--- src/rtl/delay_ctrl_pkg.sv ---
`default_nettype none
// ============================================================================
//  Module   : delay_ctrl_pkg
//  Brief    : Shared state type and gain constants for the delay controller.
//  Revision : 1.0
// ============================================================================
package delay_ctrl_pkg;

  localparam int GAIN_WIDTH = 16;
  localparam logic [GAIN_WIDTH-1:0] GAIN_UNITY = 16'h8000;

  typedef enum logic [2:0] {
    IDLE     = 3'd0,
    SLEW     = 3'd1,
    FADE_OUT = 3'd2,
    JUMP     = 3'd3,
    FADE_IN  = 3'd4
  } delay_state_t;

endpackage
`default_nettype wire

--- src/rtl/delay_time_controller.sv ---
`default_nettype none
// ============================================================================
//  Module   : delay_time_controller
//  Brief    : Moves the delay-buffer read offset click-free: short moves are
//             slewed, long moves use fade-out / pointer jump / fade-in.
//  Revision : 1.0
// ============================================================================
module delay_time_controller
  import delay_ctrl_pkg::*;
#(
  parameter int ADDR_WIDTH  = 16,
  parameter int RESET_DELAY = 4800,
  parameter int MIN_DELAY   = 2,
  parameter int SLEW_DIV    = 4,
  parameter int JUMP_THRESH = 64,
  parameter int FADE_LOG2   = 8
) (
  input  logic                  clk,
  input  logic                  reset,
  input  logic                  sample_valid,
  input  logic                  cfg_valid,
  input  logic [ADDR_WIDTH-1:0] cfg_delay,
  output logic                  cfg_ready,
  output logic [ADDR_WIDTH-1:0] delay_samples,
  output logic [GAIN_WIDTH-1:0] wet_gain,
  output logic                  busy
);

  localparam int c_FADE_W = FADE_LOG2 + 1;
  localparam int c_TICK_W = $clog2(SLEW_DIV + 1);
  localparam logic [c_FADE_W-1:0]   c_FADE_FULL = c_FADE_W'(1 << FADE_LOG2);
  localparam logic [c_FADE_W-1:0]   c_FADE_ONE  = c_FADE_W'(1);
  localparam logic [c_TICK_W-1:0]   c_TICK_LAST = c_TICK_W'(SLEW_DIV - 1);
  localparam logic [ADDR_WIDTH-1:0] c_MIN       = ADDR_WIDTH'(MIN_DELAY);

  delay_state_t            r_state;
  delay_state_t            w_next_state;
  logic [ADDR_WIDTH-1:0]   r_target;
  logic [ADDR_WIDTH-1:0]   r_delay;
  logic [c_TICK_W-1:0]     r_tick;
  logic [c_FADE_W-1:0]     r_fade;

  logic signed [ADDR_WIDTH:0] w_diff;
  logic [ADDR_WIDTH:0]        w_abs;
  logic                       w_zero;
  logic                       w_small;
  logic                       w_accept;
  logic [ADDR_WIDTH-1:0]      w_cfg_clamped;

  // Diff is widened by one bit so it never wraps across the address range.
  assign w_diff        = $signed({1'b0, r_target}) - $signed({1'b0, r_delay});
  assign w_abs         = w_diff[ADDR_WIDTH] ? $unsigned(-w_diff) : $unsigned(w_diff);
  assign w_zero        = (w_diff == '0);
  assign w_small       = (w_abs <= (ADDR_WIDTH+1)'(JUMP_THRESH));
  assign w_accept      = cfg_valid && cfg_ready;
  assign w_cfg_clamped = (cfg_delay < c_MIN) ? c_MIN : cfg_delay;

  always_comb begin
    w_next_state = r_state;
    unique case (r_state)
      IDLE, SLEW: begin
        if (w_zero)       w_next_state = IDLE;
        else if (w_small) w_next_state = SLEW;
        else              w_next_state = FADE_OUT;
      end
      FADE_OUT: if (sample_valid && r_fade == c_FADE_ONE) w_next_state = JUMP;
      JUMP:     w_next_state = FADE_IN;
      FADE_IN:  if (sample_valid && r_fade == c_FADE_FULL - c_FADE_ONE) w_next_state = IDLE;
      default:  w_next_state = IDLE;
    endcase
  end

  always_ff @(posedge clk) begin
    if (reset) begin
      r_state  <= IDLE;
      r_target <= ADDR_WIDTH'(RESET_DELAY);
      r_delay  <= ADDR_WIDTH'(RESET_DELAY);
      r_tick   <= '0;
      r_fade   <= '0;
    end else begin
      r_state <= w_next_state;
      if (w_accept) r_target <= w_cfg_clamped;
      unique case (r_state)
        IDLE: if (w_next_state == FADE_OUT) r_fade <= c_FADE_FULL;
        SLEW: begin
          // The tick count survives retargets; it only restarts after a step or on leaving SLEW.
          if (w_next_state != SLEW) begin
            r_tick <= '0;
          end else if (sample_valid) begin
            if (r_tick == c_TICK_LAST) begin
              r_tick  <= '0;
              r_delay <= w_diff[ADDR_WIDTH] ? r_delay - ADDR_WIDTH'(1) : r_delay + ADDR_WIDTH'(1);
            end else begin
              r_tick <= r_tick + c_TICK_W'(1);
            end
          end
          if (w_next_state == FADE_OUT) r_fade <= c_FADE_FULL;
        end
        FADE_OUT: if (sample_valid) r_fade <= r_fade - c_FADE_ONE;
        JUMP:     r_delay <= r_target;
        FADE_IN:  if (sample_valid) r_fade <= r_fade + c_FADE_ONE;
        default:  ;
      endcase
    end
  end

  always_comb begin
    cfg_ready     = (r_state == IDLE) || (r_state == SLEW);
    busy          = (r_state != IDLE);
    delay_samples = r_delay;
    if (r_state == FADE_OUT || r_state == JUMP || r_state == FADE_IN)
      wet_gain = GAIN_WIDTH'(r_fade) << (15 - FADE_LOG2);
    else
      wet_gain = GAIN_UNITY;
  end

endmodule
`default_nettype wire

--- config.mk ---
export PLATFORM = sky130hd
export DESIGN_NAME = delay_time_controller
export DESIGN_NICKNAME = d
export VERILOG_FILES = /design/src/rtl/delay_ctrl_pkg.sv /design/src/rtl/delay_time_controller.sv
export SDC_FILE = /design/constraint.sdc
export NUM_CORES = 1
export LEC_CHECK = 0
export ABC_AREA = 1
export CAP_MARGIN = 5
export CORE_ASPECT_RATIO = 1.75
export CORE_UTILIZATION = 71
export DETAILED_ROUTE_END_ITERATION = 7
export DONT_BUFFER_PORTS = 1
export GPL_TIMING_DRIVEN = 0
export PLACE_DENSITY = 0.91
export SYNTH_ARGS = -nofsm -noshare
export SYNTH_HDL_FRONTEND = slang
export SYNTH_SLANG_ARGS = --single-unit
--- constraint.sdc ---
create_clock -name clk -period 9.5 [get_ports clk]
set_input_delay 2.375 -clock clk [delete_from_list [all_inputs] [get_ports clk]]
set_output_delay 2.375 -clock clk [all_outputs]
set_load 0.05 [all_outputs]
---- After elaboration in Yosys (flattened, before gate mapping) ----
Cells that the tools add are included.
storage, ports and cells
  output and inout port bits .............. 34
  register bits after elaboration ......... 47
  input bits .............................. 20
  logic and storage cells ................. 65
cells by class
  equal/unequal tests ..................... 15
  order comparisons ....................... 2
  mux-type cells .......................... 20
  reductions and logical operators ........ 16
  add/subtract/negate cells ............... 7
operator list
  operator               number
  $mux 16                6
  $pmux 16 s2            1
  $mux 9                 3
  $pmux 9 s3             1
  $le 17x7->1 const B    1
  $logic_not 17->1       1
  $mux 17                1
  $neg 17->17            1
  $sub 16x16->17         1
  $add 16x1->16 const B  1
  $lt 16x2->1 const B    1
  $sub 16x1->16 const B  1
  $mux 3                 5
  $eq 3x2->1 const B     4
  $pmux 3 s4             1
  $ne 2x2->1 const B     5
  $add 9x1->9 const B    1
  $eq 9x1->1 const B     1
  $eq 9x8->1 const B     1
  $sub 9x1->9 const B    1
  $reduce_and 4->1       2
  $reduce_bool 3->1      2
  $mux 2                 2
  $reduce_bool 2->1      2
  10 further kinds       14

---- Depth between registers and ports, before layout ----
  depth after elaboration ................. 10
  gate-level depth with buffers ........... 26
  gate-level depth less buffers ........... 25

---- Least setup slack after synthesis ----
No wires, ideal clock.
  path type ............................... register to output
  start ................................... register r_state[1]
  end ..................................... output port busy
  data required time ...................... 7.125 ns
  path slack .............................. 5.465 ns
  buffers on the path ..................... 0
  data arrival time ....................... 1.660 ns
  cell stages (with the launch flop) ...... 3
  cell sequence ........................... dfxtp_1 > nor2_1 > nand2_1
between the ends
  cells in the longest elaborated chain, start to end .. 1
ends and longest elaborated chain
  what                    line                          RTL
  from (decl)             delay_time_controller.sv:36   delay_state_t r_state;
  from (signal assigned)  delay_time_controller.sv:81   r_state <= w_next_state;
  $reduce_bool 3->1       delay_time_controller.sv:109  busy = (r_state != IDLE);
  to (decl)               delay_time_controller.sv:26   output logic busy
Every way passes these cells.

---- Worst setup path in the final report ----
Same ends and word-level chain as after synthesis.

==> key figures <==
Status
  – Status: complete, no violations

STA
  – Minimum clock period: 4.74 ns
  – Final hold violations: 0
  – Final setup violation count: 0
  – RSZ-0062 raised after global routing: no
  – Highest Clock Rate: 211 MHz
  – Setup Skew: 0.00390 ns
  – Tightest Pin Transition: 1.38 ns
  – Final worst path period share: 0.499
  – Max Slew Vio Count: 0
  – Final setup TNS: 0 ns
  – Slew headroom: 0.0761

GRT
  – Vias in the first global route: 5573
  – Antenna violations before repair: 0
  – Remaining Overflow, GRT: 0
  – Pin count of the biggest net entering global routing: 24
  – First-pass GRT wire length: 23600 um
  – Total track usage: 0.415

Power and ir drop
  – Leakage: 2.79 nW
  – Sequential share of power: 0.241
  – Total Power: 0.000910 W
  – Pwr Density: 173 nW/um^2
  – Comb power frac: 0.553
  – Clock power frac: 0.206
  – Internal: 0.000481 W
  – Peak VDD IR: 185 uV
  – Switching Share: 0.471
  – Switching power: 0.000429 W

Synthesis
  – Main combinational cell family by area after synthesis: simple AND/OR/NAND/NOR gates
  – Simple-gate share of the synthesized area: 0.435
  – Synth Area in XOR/XNOR: 0.0265
  – Syn Area/Cell: 5.77 sq um
  – FFs w/ async S/R, synth: 0
  – Sequential area share after synthesis: 0.190
  – Number of synthesized register bits: 47
  – Area fraction in compound gates after synthesis: 0.124
  – Warnings, synthesis: 0
  – Post-synth top flop: dfxtp_1
  – Post-synth EDFFs: 0
  – Area leader, netlist: nand2_1
  – Mapped Area: 4960 sq um
  – Post-synthesis mux area share: 0
  – Distinct cells, synth: 45
  – Yosys top cell area share: 0.197
  – Ranking of synthesized cells by area: nand2_1 20%, dfxtp_1 19%, inv_1 9.2%, ha_1 8.8%, nor2_1 7.9%
  – Syn Inst Count: 860
  – Area share of fa/ha/maj cells after synthesis: 0.0963

Detailed routing
  – Total Wirelength: 15000 um
  – Via count: 5654
  – DRT Pass-1 Iters: 8
  – DR DRC count: 0
  – DR iter-0 viols: 370
  – Vias per cell: 5.90
  – Routed Antenna Nets: 0
  – Drt wl/cell: 15.6 um

Setup path
  – FF-to-FF Start: delay_samples[0]
  – Critical path type: reg -> out
  – CP cell instances: nor2_1 -> nand2_1
  – Critical Path Start: r_state[1]
  – CP max FO: 5
  – Delay of the slowest critical-path stage: 1.05 ns
  – Kind of cell adding the most delay to the critical path: simple AND/OR/NAND/NOR gates
  – CP arrival: 2.37 ns
  – CP Data Required Time: 7.13 ns
  – Startpoint Class: flip-flop
  – Crit path buf inv count: 0
  – Critical path endpoint category: output port
  – Slowest stage cell, crit path: nor2_1

Floorplan
  – Initial Util: 0.729
  – Cell Rows: 40
  – IO Count: 54
  – Die area: 7340 sq um
  – Die Ht: 113 um
  – Die width: 65.2 um
  – Core area: 6810 sq um

Run
  – Max_cap viols: 0

Clock tree
  – Clock sink total: 47
  – Post-CTS setup buffers: 0
  – # H-tree levels: 2
  – Skew-Pair Late Insertion Delay: 0.29 ns
  – Hold Buf Count CTS: 0
  – Max Root-Sink Buffers: 2
  – Clk slew on worst S/H paths: 0.06 ns
  – TritonCTS clock tree: yes
  – Clk root buf: clkbuf_16
  – Num CTS Buffers: 5
  – Post-CTS resize count: 0

Place
  – DP HPWL: 11800 um
  – Gp weighted congestion: 0.941
  – Port Buffer Count: 0

Cells and area
  – Share of cells above drive strength 1: 0.0641
  – FILL cells: 581
  – Area Growth Syn to Fin: 5.72%
  – Nets@finish: 930
  – N_diodes: 0
  – Commonest non-fill, non-tap cells in the layout: 261 x nand2_1, 122 x inv_1, 104 x nor2_1
  – Most common cell after layout, fill and taps aside: nand2_1

Hold path
  – Worst Hold Class: reg -> reg
  – Worst Hold Launch: r_target[5]
==> power by group through the flow <==
stage | sequential (W) | clock (W) | combinational (W)
2_1_floorplan | 0.000220 | 0 | 0.000390
3_3_place_gp | 0.000222 | 0 | 0.000467
3_5_place_dp | 0.000223 | 0 | 0.000484
4_1_cts | 0.000218 | 0.000187 | 0.000488
5_1_grt | 0.000220 | 0.000194 | 0.000552
6_report | 0.000219 | 0.000188 | 0.000503
==> cell families after synthesis <==
group           Yosys count
compound gates          108
xor+xnor                 15
fa+ha+maj                37
buf+inv                 154
flops                    47
other cells               1
simple gates            498
==> per-layer routing <==
layer	part of all wire	vias to the layer above	track usage
met1	0.33	2519	0.352
met3	0.069	104	0.0854
met4	0.090	0	0.381
met2	0.51	276	0.763
met5	0	-	0
li1	-	2755	-
==> cell type report <==
class | count | area (sq um) | share of cell area
inverters | 129 | 484 | 0.0923
well taps | 84 | 105 | 0.0200
plain buffers | 25 | 150 | 0.0286
multi-input cells | 665 | 3410 | 0.650
flip-flops and latches | 47 | 941 | 0.179
clock buffers | 8 | 156 | 0.0298
==> worst paths after layout <==
| kind | to | slack (ns) | cells after the start |
|---|---|---|---|
| min | r_target[5] | 0.51 | 2 |
| min reg2reg | r_target[5] | 0.51 | 2 |
| max | busy | 4.76 | 2 |
| max reg2reg | delay_samples[13] | 4.91 | 24 |
==> cell usage after synthesis (2+ instances only) <==
cell type	instances
or2_2	2
nand2_1	261
buf_4	9
buf_6	3
nor3_1	9
ha_1	35
nand2_2	8
xor2_1	13
nand3_2	4
nor2_4	3
o21ai_0	33
inv_1	122
a31oi_1	2
nor2_1	104
xnor2_1	2
nor2_2	12
o32ai_1	2
fa_1	2
a21oi_1	49
and2_1	4
nand3_1	70
o31ai_1	3
o21ai_1	2
o211ai_1	4
o21bai_1	3
dfxtp_1	47
nand3b_1	2
nand4_1	13
clkbuf_1	13
o22ai_1	2
inv_2	4
clkinv_1	3
nor4_1	3
==> tightest hold or removal path: cells and delay by family, from the launching register on <==
| kind | cells | cell delay, ns |
|---|---|---|
| AO/OA/AOI/OAI | 1 | 0.06 |
| AND/OR/NAND/NOR | 1 | 0.07 |
| flip-flops | 1 | 0.33 |
==> flip-flops by register name, summed over array words and instances, names as in the netlist <==
register and cells:
r_fade 9, r_target 16, r_tick 3, r_state 3, delay_samples 16
==> stage by stage <==
| stage | hold slack [ns] | cell area [sq um] | cells | util | setup WS, ns |
|---|---|---|---|---|---|
| 2_1_floorplan | 0.456 | 4980 | 866 | - | 5.46 |
| 3_3_place_gp | 0.488 | 5090 | 950 | 0.748 | 5.10 |
| 3_5_place_dp | 0.495 | 5090 | 950 | 0.748 | 5.01 |
| 4_1_cts | 0.505 | 5250 | 958 | 0.771 | 4.81 |
| 5_1_grt | 0.522 | 5250 | 958 | 0.771 | 4.71 |
| 6_report | 0.513 | 5250 | 958 | 0.771 | 4.76 |
Note: power is estimated with default switching activity, not from simulation.
